## src/rtl/cd_pkg.sv

```systemverilog
// Shared types and constants for the CD-ROM sector loader.
// Holds the loader state enum, sector geometry and sync pattern bytes.
package cd_pkg;

  typedef enum logic [1:0] {
    IDLE,
    CLEAR,
    STREAM,
    DONE
  } state_t;

  localparam int unsigned CNT_W         = 12;
  localparam int unsigned SECTOR_BYTES  = 2352;
  localparam int unsigned DATA_OFS_2048 = 24;
  localparam int unsigned DATA_LEN_2048 = 2048;
  localparam int unsigned DATA_OFS_2340 = 12;
  localparam int unsigned DATA_LEN_2340 = 2340;
  localparam int unsigned SYNC_BYTES    = 12;

  localparam logic [7:0] SYNC_EDGE = 8'h00;
  localparam logic [7:0] SYNC_MID  = 8'hFF;

  function automatic logic [7:0] sync_byte(
    input logic [CNT_W-1:0] ofs
  );
    return (ofs == '0 || ofs == CNT_W'(SYNC_BYTES - 1))
      ? SYNC_EDGE : SYNC_MID;
  endfunction

endpackage

```

## src/rtl/cd_sector_window.sv

```systemverilog
// Data-window decode for the sector loader.
// Maps a raw byte offset and mode onto in-window and last-byte flags.
module cd_sector_window
  import cd_pkg::*;
(
  input  logic [CNT_W-1:0] byte_cnt,
  input  logic             mode,
  output logic             in_win,
  output logic             last_byte
);

  logic [CNT_W-1:0] ofs;
  logic [CNT_W-1:0] lim;

  always_comb begin
    ofs = mode ? CNT_W'(DATA_OFS_2340)
               : CNT_W'(DATA_OFS_2048);
    lim = mode ? CNT_W'(DATA_OFS_2340 + DATA_LEN_2340)
               : CNT_W'(DATA_OFS_2048 + DATA_LEN_2048);
  end

  assign in_win    = (byte_cnt >= ofs) && (byte_cnt < lim);
  assign last_byte = byte_cnt == CNT_W'(SECTOR_BYTES - 1);

endmodule

```

## src/rtl/cd_sector_loader.sv

```systemverilog
// Raw sector stream to CD data FIFO write-port loader.
// Optional sync-pattern checker enabled by CD_LOADER_SYNC_CHECK_EN.
module cd_sector_loader
  import cd_pkg::*;
(
  input  logic       clk,
  input  logic       rst,
  input  logic       start,
  input  logic       whole_sector,
  input  logic       abort,
  input  logic       byte_valid,
  input  logic [7:0] byte_data,
  output logic       byte_ready,
  input  logic       fifo_full,
  input  logic       fifo_rd_active,
  output logic       fifo_we,
  output logic [7:0] fifo_data,
  output logic       fifo_clr,
  output logic       busy,
  output logic       sector_done,
  output logic       sync_err
);

  state_t           state;
  state_t           state_nx;
  logic [CNT_W-1:0] byte_cnt;
  logic             mode;
  logic             in_win;
  logic             last_byte;
  logic             accept;
  logic             take_start;

  cd_sector_window u_win (
    .byte_cnt  (byte_cnt),
    .mode      (mode),
    .in_win    (in_win),
    .last_byte (last_byte)
  );

  always_comb begin
    state_nx    = state;
    byte_ready  = 1'b0;
    fifo_clr    = 1'b0;
    sector_done = 1'b0;
    unique case (state)
      IDLE: if (start) state_nx = CLEAR;
      CLEAR: begin
        fifo_clr = 1'b1;
        state_nx = STREAM;
      end
      STREAM: begin
        byte_ready = !in_win || (!fifo_full && !fifo_rd_active);
        if (byte_valid && byte_ready && last_byte)
          state_nx = DONE;
      end
      DONE: begin
        sector_done = 1'b1;
        state_nx    = IDLE;
      end
      default: state_nx = IDLE;
    endcase
    // Abort wins over everything, FIFO contents stay untouched
    if (abort) begin
      state_nx    = IDLE;
      byte_ready  = 1'b0;
      fifo_clr    = 1'b0;
      sector_done = 1'b0;
    end
  end

  assign accept     = byte_valid && byte_ready;
  assign fifo_we    = accept && in_win;
  assign fifo_data  = byte_data;
  assign busy       = state != IDLE;
  assign take_start = (state == IDLE) && start && !abort;

  always_ff @(posedge clk) begin
    if (rst) begin
      state    <= IDLE;
      byte_cnt <= '0;
      mode     <= 1'b0;
    end else begin
      state <= state_nx;
      if (take_start) mode <= whole_sector;
      if (state == CLEAR) byte_cnt <= '0;
      else if (accept) byte_cnt <= byte_cnt + 1'b1;
    end
  end

`ifdef CD_LOADER_SYNC_CHECK_EN
  always_ff @(posedge clk) begin
    if (rst) begin
      sync_err <= 1'b0;
    end else if (take_start) begin
      sync_err <= 1'b0;
    end else if (accept &&
                 byte_cnt < CNT_W'(SYNC_BYTES) &&
                 byte_data != sync_byte(byte_cnt)) begin
      sync_err <= 1'b1;
    end
  end
`else
  assign sync_err = 1'b0;
`endif

endmodule

```

## config.mk

```make
export PLATFORM = sky130hd
export DESIGN_NAME = cd_sector_loader
export DESIGN_NICKNAME = d
export VERILOG_FILES = /design/src/rtl/cd_pkg.sv /design/src/rtl/cd_sector_window.sv /design/src/rtl/cd_sector_loader.sv
export SDC_FILE = /design/constraint.sdc
export NUM_CORES = 1
export LEC_CHECK = 0
export BUFFER_PORTS_ARGS = -buffer_cell sky130_fd_sc_hd__buf_2
export CAP_MARGIN = 10
export CORE_MARGIN = 2
export CORE_UTILIZATION = 35
export CTS_CLUSTER_DIAMETER = 150
export DETAILED_ROUTE_END_ITERATION = 16
export HOLD_SLACK_MARGIN = 0.05
export SYNTH_ARGS = -nofsm -noshare
export SYNTH_HDL_FRONTEND = slang
export SYNTH_SLANG_ARGS = --single-unit
export TNS_END_PERCENT = 20
```

## constraint.sdc

```tcl
create_clock -name clk -period 3.2 [get_ports clk]
set_clock_uncertainty 0.05 [all_clocks]
set_input_delay 0.64 -clock clk [delete_from_list [all_inputs] [get_ports clk]]
set_output_delay 0.64 -clock clk [all_outputs]
set_load 0.005 [all_outputs]
```

==> metrics.txt <==
run status=finished clean; highest clock frequency the design can meet=between 300 and 400 MHz; cell taking the most area after synthesis=sky130_fd_sc_hd__dfxtp_1; number of buffers created by CTS=3; Pre-Repair DR Iteration Count=4; wire length of the first global-routing pass=approximately 4.0 mm; top cells by instance count after synthesis=sky130_fd_sc_hd__dfxtp_1 (15), sky130_fd_sc_hd__nand2_1 (13), sky130_fd_sc_hd__a21oi_1 (11), sky130_fd_sc_hd__ha_1 (11), sky130_fd_sc_hd__nor2_1 (10); Final WS setup=331 ps; summed area of non-filler cells in the final layout=between 0.001 and 0.0015 mm^2; ANT cells=0; dominant synthesized flop cell=sky130_fd_sc_hd__dfxtp_1; detailed-route via count=slightly below 1000; clock network latency to the later pin of the worst-skew pair=~280 ps; source of the worst register-to-register timing path=mode$_SDFFE_PP0P_; synthesized netlist cell count=between 100 and 150; arrival time of the worst setup path=about 2200 ps; largest vdd supply drop=0.238 mV; Filler cells=340; post-placement setup slack=between 600 and 700 ps; instance count along the most critical hold path=2; multi-input logic area=698 um^2; final period utilization=0.896; clk buf depth=2; endpoint required time on the critical path=about 2500 ps; count of endpoints failing setup in the final report=0; violation count after the first detailed-routing iteration=28; transition time of the tightest slew-check pin=about 660 ps; row count=20; worst setup path class=reg2out; Final Hold Viols=0; max_cap viols=0; horizontal extent of the die=roughly 61 um; IO Count=30; Power Density=~280 mW/mm^2; switching share of power=0.246; Avg Cell Area, Syn=just over 8 um^2; Syn-to-layout area delta=4.35%; end of the worst register-to-register path=state[0]$_SDFFE_PP0P_; number of cells on the worst reg-to-reg path=6; Worst Hold Class=reg2reg; end point of the most critical hold path=state[1]$_SDFFE_PP0P_; fin nets=171; count leader, synth=sky130_fd_sc_hd__dfxtp_1; number of antenna violations at the first check in global routing=0; H-tree level count=1; initial cell density of the core=0.367; number of flops mapped to enable cells by yosys=0; Port-buffer cells=12; Net Switching=between 0.08 and 0.09 mW; max-slew violation count=0; number of distinct standard cells referenced by the synthesized netlist=41; Gates resized, CTS repair=0; buffers inserted during post-CTS setup optimization=0; CTS clk-pin slew, worst paths=90 ps; endpoint kind of the worst setup timing path=primary output; detailed placer's ending HPWL=around 1.9 mm; post-synthesis sequential area ratio=0.268; Num Clock Sinks=15; yosys synthesis warning count=0; startpoint of the most critical hold path=state[1]$_SDFFE_PP0P_; cell-internal power=around 0.25 mW; sequential cell area=between 300 and 400 um^2; die footprint=roughly 0.0037 mm^2; pin count of the biggest net entering global routing=13; Clk network pwr share=0.326; Adder-Cell Fraction of Synth Area=0.123; Synthesized Nets=165; multiplexer share of the synthesized area=0.00893; DR vias/cell=~5.2; drc violations=0; mean routed wirelength per cell=around 13 um; xor/xnor share of the synthesized area=0.00781; portion of total power attributed to combinational logic=0.099; fraction of layout cells with a size suffix above 1=0.189; cell area after placement=~0.0011 mm^2; CTS tree=built; post-synthesis sequential element count=15; final-layout worst hold slack=~470 ps; Final Total Pwr=0.331 mW; static power due to leakage=between 0.4 and 0.5 nW; register-to-register path setup slack=approximately 910 ps; number of nets with antenna violations after detailed routing=0; top-area cell type share of the netlist area=0.268; Die Span Y=60.6 um; setup repair after global routing missed its margin=false; post-synthesis compound-gate area fraction=0.189; top post-synthesis cells by area=sky130_fd_sc_hd__dfxtp_1 (27%), sky130_fd_sc_hd__ha_1 (12%), sky130_fd_sc_hd__buf_4 (6.0%), sky130_fd_sc_hd__a21oi_1 (4.9%), sky130_fd_sc_hd__or3_1 (4.5%); type of element launching the critical path=flip-flop; biggest fanout along the worst timing path=7; hold buffer count at CTS=0; combinational family with the most area after synthesis=simple AND/OR/NAND/NOR gates; number of global-route vias before repair=900; Synth Area in Simple Gates=0.291; crit path time final=2870 ps; Placeable Area=0.00305 mm^2; register share of total power=0.575; Total Routing Usage GR=0.145; gr ovfl total=0; routability congestion estimate=0.833; Root Buffer=sky130_fd_sc_hd__clkbuf_4; relative slew slack=0.553; post-synthesis instance area=around 0.0011 mm^2; Fin Setup TNS=0 ps; share of async-settable or async-resettable flops after synthesis=0; aggregate routed wire length=about 2.4 mm
-- placed cells by master, fill, tap and decap left out, types with 3 or more instances in the layout --
cell type	instances
sky130_fd_sc_hd__inv_1	7
sky130_fd_sc_hd__clkbuf_4	3
sky130_fd_sc_hd__or4_1	4
sky130_fd_sc_hd__buf_2	12
sky130_fd_sc_hd__nand3_1	4
sky130_fd_sc_hd__nor2b_1	3
sky130_fd_sc_hd__nand2_1	13
sky130_fd_sc_hd__ha_1	11
sky130_fd_sc_hd__o21ai_0	8
sky130_fd_sc_hd__nor2_1	10
sky130_fd_sc_hd__a21oi_1	11
sky130_fd_sc_hd__nand4_1	3
sky130_fd_sc_hd__or3_1	8
sky130_fd_sc_hd__dfxtp_1	15
-- per-stage QoR --
stage          std cells   util
6_report             187  0.383
5_1_grt              187  0.383
4_1_cts              187  0.383
3_5_place_dp         183  0.375
3_3_place_gp         183  0.375
2_1_floorplan        138      -
-- worst max-delay path by stage --
stage / to / start
after detailed placement: fifo_we / mode$_SDFFE_PP0P_
after CTS: fifo_we / mode$_SDFFE_PP0P_
after global routing: fifo_we / mode$_SDFFE_PP0P_
after global placement: fifo_we / mode$_SDFFE_PP0P_
final: fifo_we / mode$_SDFFE_PP0P_
after floorplan: fifo_we / mode$_SDFFE_PP0P_
-- power by group through the flow --
stage | registers [mW] | clock network (mW) | logic, mW
6_report | 0.190 | 0.108 | 0.0328
5_1_grt | 0.191 | 0.123 | 0.0369
4_1_cts | 0.190 | 0.114 | 0.0328
3_5_place_dp | 0.195 | 0 | 0.0326
3_3_place_gp | 0.195 | 0 | 0.0318
2_1_floorplan | 0.194 | 0 | 0.0305
-- sequential cells by signal, indices dropped and copies added, names as in the netlist --
register / flops
byte_cnt: 12
state: 2
mode: 1
-- critical path, cell delays in order, from the launching register on --
cell and delay (ps):
sky130_fd_sc_hd__dfxtp_1 400, sky130_fd_sc_hd__inv_1 100, sky130_fd_sc_hd__ha_1 190, sky130_fd_sc_hd__o31a_2 330, sky130_fd_sc_hd__o41ai_2 660, sky130_fd_sc_hd__nor2_1 80
sky130_fd_sc_hd__buf_2 150
-- area by class of cell --
type,count,area share
clock buffer,4,0.0225
sequential,15,0.257
multi-input combinational,104,0.597
inverter,8,0.0257
tap,44,0.0471
timing repair buffer,12,0.0513
-- logic make-up (layout without fill, tap and decap cells) --
logic type,count (synthesis),count (layout)
simple gates,59,59
compound gates,31,31
buf+inv,19,24
flops,15,15
fa+ha+maj,11,11
other cells,1,1
xor+xnor,1,1
mux,1,1
-- per-layer routing --
layer | part of all wire | up-vias | track usage
li1 | - | 493 | -
met1 | 0.46 | 450 | 0.189
met2 | 0.48 | 21 | 0.229
met3 | 0.059 | 2 | 0.0490
met4 | 0.0063 | 0 | 0.0435
met5 | 0 | - | 0
Note: power is estimated with default switching activity, not from simulation.
